### config.mk
export PLATFORM = sky130hd
export DESIGN_NAME = washing_machine_water_fill_controller
export DESIGN_NICKNAME = d
export VERILOG_FILES = /design/src/rtl/washing_machine_water_fill_controller.sv
export SDC_FILE = /design/constraint.sdc
export NUM_CORES = 1
export LEC_CHECK = 0
export BUFFER_PORTS_ARGS = -buffer_cell sky130_fd_sc_hd__buf_4
export CORE_ASPECT_RATIO = 2
export CORE_MARGIN = 1
export CORE_UTILIZATION = 30
export CTS_CLUSTER_SIZE = 28
export DETAILED_ROUTE_END_ITERATION = 6
export GPL_ROUTABILITY_DRIVEN = 0
export HOLD_SLACK_MARGIN = 0.05
export MAX_ROUTING_LAYER = met4
export PLACE_DENSITY = 0.55
export SKIP_LAST_GASP = 1
export SLEW_MARGIN = 0
export SYNTH_ARGS = -nofsm -noshare
export SYNTH_HDL_FRONTEND = slang
export SYNTH_SLANG_ARGS = --single-unit
### constraint.sdc
create_clock -name clk -period 4.1 [get_ports clk]
set_clock_uncertainty 0.15 [all_clocks]
set_input_delay 1.23 -clock clk [delete_from_list [all_inputs] [get_ports clk]]
set_output_delay 1.23 -clock clk [all_outputs]
set_load 0.02 [all_outputs]
### src/rtl/washing_machine_water_fill_controller.sv
// ----------------------------------------------------------------------------
// washing_machine_water_fill_controller
//
// Purpose: sequences the drum water inlet and drain for a washing machine.
// A start request latches the target level and opens the inlet. When the
// target is reached the controller holds it with hysteresis until a drain
// request arrives. Fill and drain are each guarded by a cycle timeout that
// latches a fault until it is acknowledged. Abort forces a drain from FILL
// or HOLD.
//
// Ports:
//   clk          in   1   system clock, rising edge
//   reset        in   1   asynchronous active-low reset
//   start        in   1   single-cycle fill request (IDLE only)
//   water_level  in  10   target level from load-size detection
//   level_sensor in  10   measured drum level
//   drain        in   1   drain request (HOLD only)
//   abort        in   1   emergency stop, forces DRAIN from FILL/HOLD
//   clear        in   1   fault acknowledge (FAULT only)
//   inlet_valve  out  1   high only in FILL
//   drain_valve  out  1   high only in DRAIN
//   fill_done    out  1   high only in HOLD
//   fault        out  1   high only in FAULT
//   state        out  3   IDLE=0 FILL=1 HOLD=2 DRAIN=3 FAULT=4
//
// state | meaning
// ------+--------------------------------------------------------------
// IDLE  | valves closed, waiting for start with a non-zero level
// FILL  | inlet open until level_sensor >= target or fill timeout
// HOLD  | target reached; refill on sag past HYST, drain on request
// DRAIN | drain open until drum empty or drain timeout
// FAULT | timeout latched, valves closed, waiting for clear
// ----------------------------------------------------------------------------
module washing_machine_water_fill_controller #(
    parameter int FILL_TIMEOUT  = 600,
    parameter int DRAIN_TIMEOUT = 600,
    parameter int HYST          = 5,
    parameter int EMPTY_LEVEL   = 0
) (
    input  logic       clk,
    input  logic       reset,
    input  logic       start,
    input  logic [9:0] water_level,
    input  logic [9:0] level_sensor,
    input  logic       drain,
    input  logic       abort,
    input  logic       clear,
    output logic       inlet_valve,
    output logic       drain_valve,
    output logic       fill_done,
    output logic       fault,
    output logic [2:0] state
);

    typedef enum logic [2:0] {
        S_IDLE  = 3'd0,
        S_FILL  = 3'd1,
        S_HOLD  = 3'd2,
        S_DRAIN = 3'd3,
        S_FAULT = 3'd4
    } state_t;

    state_t      r_state;
    logic [9:0]  r_target;
    logic [15:0] r_counter;

    state_t      w_next;
    logic [9:0]  w_target_next;
    logic [15:0] w_counter_next;
    logic [10:0] w_sag_sum;
    logic        w_target_met;
    logic        w_empty;
    logic        w_fill_to;
    logic        w_drain_to;

    // Sensor plus hysteresis in 11 bits so a high reading cannot wrap below target.
    assign w_sag_sum    = {1'b0, level_sensor} + 11'(HYST);
    assign w_target_met = (level_sensor >= r_target);
    assign w_empty      = (level_sensor <= 10'(EMPTY_LEVEL));
    assign w_fill_to    = (r_counter == 16'(FILL_TIMEOUT - 1));
    assign w_drain_to   = (r_counter == 16'(DRAIN_TIMEOUT - 1));

    always_ff @(posedge clk or negedge reset) begin
        if (!reset) begin
            r_state   <= S_IDLE;
            r_target  <= 10'd0;
            r_counter <= 16'd0;
        end else begin
            r_state   <= w_next;
            r_target  <= w_target_next;
            r_counter <= w_counter_next;
        end
    end

    always_comb begin
        w_next         = r_state;
        w_target_next  = r_target;
        w_counter_next = r_counter;

        case (r_state)
            S_IDLE: begin
                if (start && (water_level != 10'd0)) begin
                    w_next        = S_FILL;
                    w_target_next = water_level;
                end
            end
            S_FILL: begin
                if (abort)             w_next = S_DRAIN;
                else if (w_target_met) w_next = S_HOLD;
                else if (w_fill_to)    w_next = S_FAULT;
            end
            S_HOLD: begin
                if (abort)                          w_next = S_DRAIN;
                else if (drain)                     w_next = S_DRAIN;
                else if (w_sag_sum < {1'b0, r_target}) w_next = S_FILL;
            end
            S_DRAIN: begin
                if (w_empty)         w_next = S_IDLE;
                else if (w_drain_to) w_next = S_FAULT;
            end
            S_FAULT: begin
                if (clear) w_next = S_IDLE;
            end
            default: w_next = S_IDLE;
        endcase

        // Counter restarts on every entry to a timed state and runs while staying there.
        if (w_next != r_state) begin
            if ((w_next == S_FILL) || (w_next == S_DRAIN)) w_counter_next = 16'd0;
            if (w_next == S_IDLE)                          w_target_next  = 10'd0;
        end else if ((r_state == S_FILL) || (r_state == S_DRAIN)) begin
            w_counter_next = r_counter + 16'd1;
        end
    end

    // Moore outputs straight from the state register, so async reset closes valves at once.
    assign inlet_valve = (r_state == S_FILL);
    assign drain_valve = (r_state == S_DRAIN);
    assign fill_done   = (r_state == S_HOLD);
    assign fault       = (r_state == S_FAULT);
    assign state       = r_state;

endmodule

* Word level (Yosys, flattened, before mapping)
Index checks and enable logic that the tools add are counted.
** Operators by class
- Add/subtract/negate cells :: 2
- Order comparisons :: 3
- Eq/ne operators :: 9
- Muxes and demuxes :: 17
- Reductions and logical operators :: 8
** Operators with widths (count)
- 16-bit 2-to-1 mux :: 3
- 10-bit 2-to-1 mux :: 4
- 3-bit 2-to-1 mux :: 9
- 16-bit by 1-bit adder with 16-bit output (second input constant) :: 1
- 16-bit by 10-bit equality test with 1-bit output (second input constant) :: 1
- 3-bit case mux with 5 select lines :: 1
- 10-bit by 3-bit adder with 11-bit output (second input constant) :: 1
- 11-bit by 10-bit less-than comparator with 1-bit output :: 1
- 10-bit >= comparator :: 1
- 10-bit by 1-bit less-or-equal comparator with 1-bit output (second input constant) :: 1
- 10-bit nonzero test :: 1
- 3-bit by 2-bit equality test with 1-bit output (second input constant) :: 3
- 3-bit by 1-bit equality test with 1-bit output (second input constant) :: 2
- 3-bit zero test :: 2
- 3-bit equality test (second input constant) :: 1
- 3-bit inequality test :: 1
- 1-bit logical OR :: 2
- 2-bit by 1-bit inequality test with 1-bit output (second input constant) :: 1
- 2-bit AND reduction :: 1
- 2-bit nonzero test :: 1
- 1-bit logical AND :: 1
** Word-level totals
- Flip-flop bits (word level) :: 29
- Input port bits :: 26
- Output and inout bits :: 7
- Logic and storage cells :: 42

* Logic depth before layout (Yosys ltp)
Gate-level depths: netlist of the first run.
- Depth in word-level cells :: 10
- Mapped depth :: 13
- Mapped depth without buffers :: 12

* Worst setup path before layout of the first run
OpenSTA, ideal clock, no wires.
- Path kind :: input -> register
- From :: in level_sensor[0]
- To :: reg r_target[0]
- Setup time :: 0.144 ns
- Data arrival time :: 3.514 ns
- Required time :: 3.806 ns
- Path slack :: 0.292 ns
- Stages :: 10
- Buffers on the path :: 0
- Cell sequence :: ha_1 > o21ai_0 > xnor2_1 > ha_1 > a211oi_1 > o21bai_1 > o2111ai_1 > nand3_1 > a2111oi_4 > a31oi_1
** Between the ends
- Word-level cells in the longest chain between the ends :: 9
- Elaborated cells on any way between the ends :: 15
- Classes of those cells :: 1 x add/sub; 3 x order compare; 1 x eq/ne; 9 x mux; 1 x reduce/logical
** RTL lines
- start, declared :: line 44 : input logic [9:0] level_sensor,
- 10-bit by 3-bit adder with 11-bit output :: line 77 : assign w_sag_sum = {1'b0, level_sensor} + 11'(HYST);
- 11-bit by 10-bit less-than comparator with 1-bit output :: line 115 : else if (w_sag_sum < {1'b0, r_target}) w_next = S_FILL;
- 3-bit 2-to-1 mux :: line 115
- 3-bit 2-to-1 mux :: line 114 : else if (drain) w_next = S_DRAIN;
- 3-bit 2-to-1 mux :: line 113 : if (abort) w_next = S_DRAIN;
- 3-bit case mux with 5 select lines (*) :: line 100 : case (r_state)
- 3-bit zero test :: line 130 : if (w_next == S_IDLE) w_target_next = 10'd0;
- 10-bit 2-to-1 mux :: line 130
- 10-bit 2-to-1 mux (*) :: line 128 : if (w_next != r_state) begin
- named net w_target_next[0] :: line 68 : logic [9:0] w_target_next;
- end signal, assigned :: line 90 : r_target <= w_target_next;
- end, declared :: line 64 : logic [9:0] r_target;
The timed path passes the listed nets; every way through them passes the cells marked *.
A chain may end at the register's enable or synchronous reset.

* Worst setup path in the final report of the first run
- From :: in level_sensor[0]
- To :: reg r_counter[3]
** Between the ends
- Word-level cells in the longest chain between the ends :: 10
- Elaborated cells on any way between the ends :: 19
- Classes of those cells :: 1 x add/sub; 3 x order compare; 4 x eq/ne; 8 x mux; 3 x reduce/logical
** RTL lines
- 10-bit by 3-bit adder with 11-bit output :: line 77
- 11-bit by 10-bit less-than comparator with 1-bit output :: line 115
- 3-bit 2-to-1 mux :: line 115
- 3-bit 2-to-1 mux :: line 114
- 3-bit 2-to-1 mux :: line 113
- 3-bit case mux with 5 select lines (*) :: line 100
- 3-bit by 1-bit equality test with 1-bit output or 3-bit by 2-bit equality test with 1-bit output (tied branches) :: line 129 : if ((w_next == S_FILL) || (w_next == S_DRAIN)) w_counter_next = 16'd0;
- 1-bit logical OR :: line 129
- 2-bit by 1-bit inequality test with 1-bit output (no source line)
- 2-bit AND reduction (no source line)
- end signal, assigned :: line 91 : r_counter <= w_counter_next;
- end, declared :: line 65 : logic [15:0] r_counter;
Every way passes the cells marked *; elsewhere a longest branch is shown, timed or not.

==> metrics, run 1 <==
Mapped Nets=324; Worst Hold Class=reg -> reg; Finish-stage setup viols=0; data required time of the critical path=4140 ps; DP HPWL=5200 um; outcome=completed; io pins=33; number of global-route vias before repair=2227; final hold violation count=0; WHS=380 ps; P&R area growth vs syn=24.7%; FF-to-FF path depth=9; Worst R2R End=r_counter[4]; most area-consuming cells after synthesis=dfrtp_1 (31%), ha_1 (12%), a31oi_1 (8.3%); final wirelength=6580 um; YS warnings=0; fillcell total=801; GRT Residual Overflow=0; number of synthesized flops with an enable pin=0; Setup CP Type=in -> reg; global-route wire length before repair=10600 um; initial antenna violation count=0; Netlist Area Pre-Place=2330 sq um; Final #Nets=363; Rows=45; CP max-delay cell=a311oi_4; most frequent cells in the layout=buf_4 (42), a31oi_1 (31), nor2_1 (29), dfrtp_1 (29), ha_1 (23); # resized after CTS=0; CP startpoint=level_sensor[0]; leading area contributor after synthesis=dfrtp_1; Global Route Usage Sum=17.7%; latest clock arrival within the worst-skew pair=280 ps; root buf cell=clkbuf_16; H-tree levels=2; drc violations=0; post-route setup slack=383 ps; crit share post-route=90.7%; CTS buffer count=5; # diodes=0; Post-synth top flop=dfrtp_1; setup TNS=0 ps; Stages on worst setup path=13; Syn Area/Cell=8.47 sq um; number of iterations in the first detailed-routing pass=4; Core Util, Final=38.5%; ANT nets after route=0; Leakage Power=1.28 nW; Clock Pin Slew Worst Setup and Hold Paths=50 ps; pwr/cell area=582 nW/um^2; CTS tree=built; layout cell share with drive strength beyond 1=18.7%; Max Freq=269 MHz; Die X=64.3 um; Via Count=2222; internal reg-to-reg setup slack=1570 ps; count of state elements after synthesis=29; placed instance count=401; Crit. End Element=register; top-area cell type share of the netlist area=31.1%; Initial DRC Count=95; Hold Path Depth=1; Max Root-Sink Buffers=2; worst vdd ir=272 uV; Setup Fix Bufs, Post-CTS=0; max incr delay on CP=330 ps; final slew viol count=0; Setup crit start kind=input port; Cells after Synth=275; Worst setup endpoint=r_counter[3]; post-synth cell types=50; Die ar.=8140 sq um; CORE AREA=7540 sq um; Worst Tran Pin Value=542 ps; hold buffers post-CTS=0; most common cell after layout, fill and taps aside=buf_4; Worst EP arrival=3760 ps; cell breakdown of the critical path=buf_4 -> ha_1 -> o2111ai_1 -> xnor2_1 -> ha_1 -> nand4_1 -> a21oi_1 -> o2111ai_1 -> buf_4 -> a311oi_4 -> o21a_4 -> inv_2 -> a31oi_1; ys async rst share=100%; vias per cell=5.43; Seq/Total Area, Yosys=31.1%; largest fanout on the critical path=13; initial core utilization=30.9%; Buf/Inv on CP=3; RSZ-0062 raised after global routing=false; pin count of the biggest net entering global routing=30; Reg-to-Reg Start=r_target[3]; CTS sink count=29; Routed WL per cell=16.1 um; MaxCap Viol Count=0; die height=127 um; Port Buffers=32; Placement Setup Slack=97.2 ps; Worst slew margin=63.7%; min cycle time layout=3720 ps; crit-path leading delay family=compound AO/OA/AOI/OAI gates; final std cells w/o fill=409
state kept, by name, indices dropped and copies added (netlist names):
name and cells:
r_counter 16, r_target 10, state 3
metal layers:
| layer | track usage [%] | vias to the layer above | wire length [um] |
|---|---|---|---|
| met5 | - | - | 0 |
| met4 | 9.15 | 0 | 203 |
| met3 | 2.34 | 10 | 166 |
| met2 | 34.4 | 36 | 3950 |
| met1 | 16.0 | 1067 | 2260 |
| li1 | - | 1109 | - |
report_power, final:
| group | internal (mW) | total [mW] | leakage (nW) | switching, mW |
|---|---|---|---|---|
| Clock | 0.347 | 0.481 | 0.0938 | 0.134 |
| Sequential | 0.340 | 0.391 | 0.389 | 0.0511 |
| Combinational | 0.321 | 0.819 | 0.793 | 0.498 |
| Total | 1.01 | 1.69 | 1.28 | 0.683 |
through the flow:
stage | area, sq um | power (mW)
6_report | 2900 | 1.69
5_1_grt | 2900 | 1.82
4_1_cts | 2900 | 1.71
3_5_place_dp | 2710 | 1.22
3_3_place_gp | 2710 | 1.21
2_1_floorplan | 2330 | 0.960
worst reg2reg max path, cell delays in order (launching register included):
cell and delay, ps:
dfrtp_1 360, inv_1 90, ha_1 250, a211oi_1 240, nand2_1 140, o211a_1 280, o31ai_2 230, buf_4 300
nand2_1 190, o221ai_1 210
cells by family (layout without fill, tap and decap cells):
group / Yosys count / count (layout) / share of synthesized area [%]
mux: 2 / 2 / 0.859
flops: 29 / 29 / 31.1
simple gates: 103 / 103 / 22.2
xor+xnor: 10 / 10 / 3.76
fa+ha+maj: 23 / 23 / 12.4
compound gates: 78 / 78 / 24.2
buf+inv: 30 / 70 / 5.53
worst min-delay path by stage:
stage / start / endpoint
2_1_floorplan: r_counter[5] / r_counter[5]
3_3_place_gp: r_counter[5] / r_counter[5]
3_5_place_dp: r_counter[5] / r_counter[5]
4_1_cts: r_counter[5] / r_counter[5]
5_1_grt: r_counter[9] / r_counter[9]
6_report: r_counter[5] / r_counter[5]
area by class of cell:
class / instances / area [sq um] / area share (%)
Clock buffer: 5 / 125 / 4.31
Sequential cell: 29 / 726 / 25.0
Inverter: 20 / 75.1 / 2.59
Timing Repair Buffer: 42 / 315 / 10.9
Clock inverter: 3 / 65.1 / 2.24
Tap cell: 94 / 118 / 4.05
Multi-Input combinational cell: 216 / 1480 / 51.0
cell usage after synthesis (all sizes together), types with 3 or more instances:
cell type   n
a31oi      31
dfrtp      29
nor2       29
ha         23
nand3      21
inv        20
nand2      18
a21oi      14
o21ai       9
clkbuf      7
nand4       7
nor3        6
xnor2       6
and3        4
nand2b      4
o211ai      4
or4         4
xor2        4
buf         3
(Power assumes the default switching activity.)
==> inputs of run 2 (changes only) <==
==> constraint.sdc (replaced) <==
create_clock -name clk -period 4.1 [get_ports clk]
set_clock_uncertainty 0.15 [all_clocks]
set_input_delay 0.205 -clock clk [delete_from_list [all_inputs] [get_ports clk]]
set_output_delay 0.205 -clock clk [all_outputs]
set_load 0.02 [all_outputs]
==> metrics, run 2 (synthesis results as in run 1) <==
ANT nets after route=0 (unchanged); P&R area growth vs syn=21.5% (was 24.7%); pwr/cell area=545 nW/um^2 (was 582 nW/um^2); number of global-route vias before repair=2111 (was 2227); Power Internal=0.884 mW (was 1.01 mW); combinational power share=50.4% (was 48.4%); min cycle time layout=2960 ps (was 3720 ps); most frequent cells in the layout=buf_4 (34), a31oi_1 (31), nor2_1 (29), dfrtp_1 (29), ha_1 (23) (was buf_4 (42), a31oi_1 (31), nor2_1 (29), dfrtp_1 (29), ha_1 (23)); Crit. End Element=register (unchanged); crit share post-route=72.2% (was 90.7%); net switching fraction of the power=42.7% (was 40.4%); Final #Nets=357 (was 363); Worst R2R End=r_target[3] (was r_counter[4]); Worst EP arrival=2920 ps (was 3760 ps); Worst Hold Class=in -> reg (was reg -> reg); Hold Path Depth=3 (was 1); die height=127 um (unchanged); crit-path leading delay family=compound AO/OA/AOI/OAI gates (unchanged); register name with the most flops=r_counter (unchanged); max incr delay on CP=660 ps (was 330 ps); internal reg-to-reg setup slack=1340 ps (was 1570 ps); Rows=45 (unchanged); # resized after CTS=0 (unchanged); latest clock arrival within the worst-skew pair=270 ps (was 280 ps); post-route setup slack=1140 ps (was 383 ps); Via Count=2180 (was 2222); Finish-stage setup viols=0 (unchanged); Routed WL per cell=15.7 um (was 16.1 um); Clock Pin Slew Worst Setup and Hold Paths=50 ps (about the same); Die X=64.3 um (unchanged); DP HPWL=5040 um (was 5200 um); GRT Residual Overflow=0 (unchanged); Hold Startpoint=water_level[2] (was r_counter[5]); worst vdd ir=257 uV (was 272 uV); Setup crit start kind=input port (unchanged); # diodes=0 (unchanged); MaxCap Viol Count=0 (unchanged); outcome=completed (unchanged); data required time of the critical path=4060 ps (was 4140 ps); Clock power frac=24.3% (was 28.4%); Buf/Inv on CP=1 (was 3); Reg-to-Reg Start=r_target[3] (unchanged); Flop pwr share=25.3% (was 23.1%); number of iterations in the first detailed-routing pass=4 (unchanged); final wirelength=6320 um (was 6580 um); root buf cell=clkbuf_16 (unchanged); FF-to-FF path depth=8 (was 9); Leakage Power=1.23 nW (was 1.28 nW); Worst Tran Pin Value=803 ps (was 542 ps); Global Route Usage Sum=17.2% (was 17.7%); Die ar.=8140 sq um (unchanged); CP max-delay cell=a2111oi_4 (was a311oi_4); max reg flops=16 (unchanged); initial core utilization=30.9% (unchanged); H-tree levels=2 (unchanged); drc violations=0 (unchanged); CTS buffer count=5 (unchanged); cell breakdown of the critical path=buf_4 -> a21oi_1 -> nor2_1 -> nand3_1 -> xnor2_1 -> ha_1 -> a21oi_1 -> nand2_1 -> a31oi_1 -> nand3_1 -> a2111oi_4 -> a31oi_1 (was buf_4 -> ha_1 -> o2111ai_1 -> xnor2_1 -> ha_1 -> nand4_1 -> a21oi_1 -> o2111ai_1 -> buf_4 -> a311oi_4 -> o21a_4 -> inv_2 -> a31oi_1); largest fanout on the critical path=10 (was 13); CORE AREA=7540 sq um (unchanged); Max Freq=338 MHz (was 269 MHz); CTS sink count=29 (unchanged); pin count of the biggest net entering global routing=30 (unchanged); Setup CP Type=in -> reg (unchanged); most common cell after layout, fill and taps aside=buf_4 (unchanged); setup TNS=0 ps (unchanged); sw power=0.659 mW (was 0.683 mW); Worst slew margin=46.1% (was 63.7%); io pins=33 (unchanged); initial antenna violation count=0 (unchanged); layout cell share with drive strength beyond 1=16.5% (was 18.7%); vias per cell=5.41 (was 5.43); RSZ-0062 raised after global routing=false (unchanged); CTS tree=built (unchanged); Initial DRC Count=78 (was 95); Port Buffers=32 (unchanged); global-route wire length before repair=10500 um (was 10600 um); Max Root-Sink Buffers=2 (unchanged); final slew viol count=0 (unchanged); Hold Path End=r_target[2] (was r_counter[5]); Placement Setup Slack=855 ps (was 97.2 ps); final hold violation count=0 (unchanged)
[run 2: stage by stage]
step / area (sq um) / utilization (%) / hold slack [ps] / total power [mW] / cells
after floorplan: 2330 / - / -241 / 0.960 / 275
after CTS: 2830 / 37.5 / 89.4 / 1.57 / 403
after global placement: 2650 / 35.2 / 12.1 / 1.17 / 393
after global routing: 2830 / 37.5 / 97.7 / 1.67 / 403
final: 2830 / 37.5 / 96.4 / 1.54 / 403
after detailed placement: 2650 / 35.2 / 12.6 / 1.18 / 393
[run 2: timing repair]
action / CTS / global route
hold endpoints to repair: 30 / 0
setup buffers: 0 / 0
hold buffers: 2 / 0
[run 2: layer usage]
layer	global-route usage, %	part of all wire, %	vias up
li1	-	-	1100
met1	16.6	35	1044
met2	32.8	61	30
met3	1.71	1.9	6
met4	8.37	2.4	0
met5	-	0	-
[run 2: layout make-up]
cell class / count / area [sq um]
inverters: 20 / 75.1
multi-input cells: 216 / 1480
clock inverters: 1 / 5.00
repair buffers: 36 / 275
well taps: 94 / 118
flip-flops and latches: 29 / 726
clock buffers: 7 / 153
fillers: 793 / 4710
[run 2: worst max path at each step]
| stage | from | endpoint | slack [ps] | depth (start not counted) |
|---|---|---|---|---|
| final | level_sensor[2] | r_target[3] | 1140 | 12 |
| after global routing | level_sensor[2] | r_target[5] | 800 | 12 |
| after CTS | level_sensor[0] | r_target[0] | 1140 | 11 |
| after detailed placement | level_sensor[0] | r_target[5] | 860 | 11 |
| after global placement | level_sensor[0] | r_target[1] | 880 | 11 |
| after floorplan | level_sensor[0] | r_target[0] | 1320 | 10 |
[run 2: tightest hold or removal path, cell delays in order]
cell	delay [ps]
buf_4	80
a21oi_1	60
a31oi_1	130
[run 2: power groups by stage]
stage / Clock (mW) / Sequential (mW) / Combinational [mW]
final: 0.375 / 0.390 / 0.777
after detailed placement: 0 / 0.395 / 0.786
after floorplan: 0 / 0.392 / 0.568
after CTS: 0.387 / 0.390 / 0.791
after global placement: 0 / 0.394 / 0.775
after global routing: 0.402 / 0.398 / 0.873
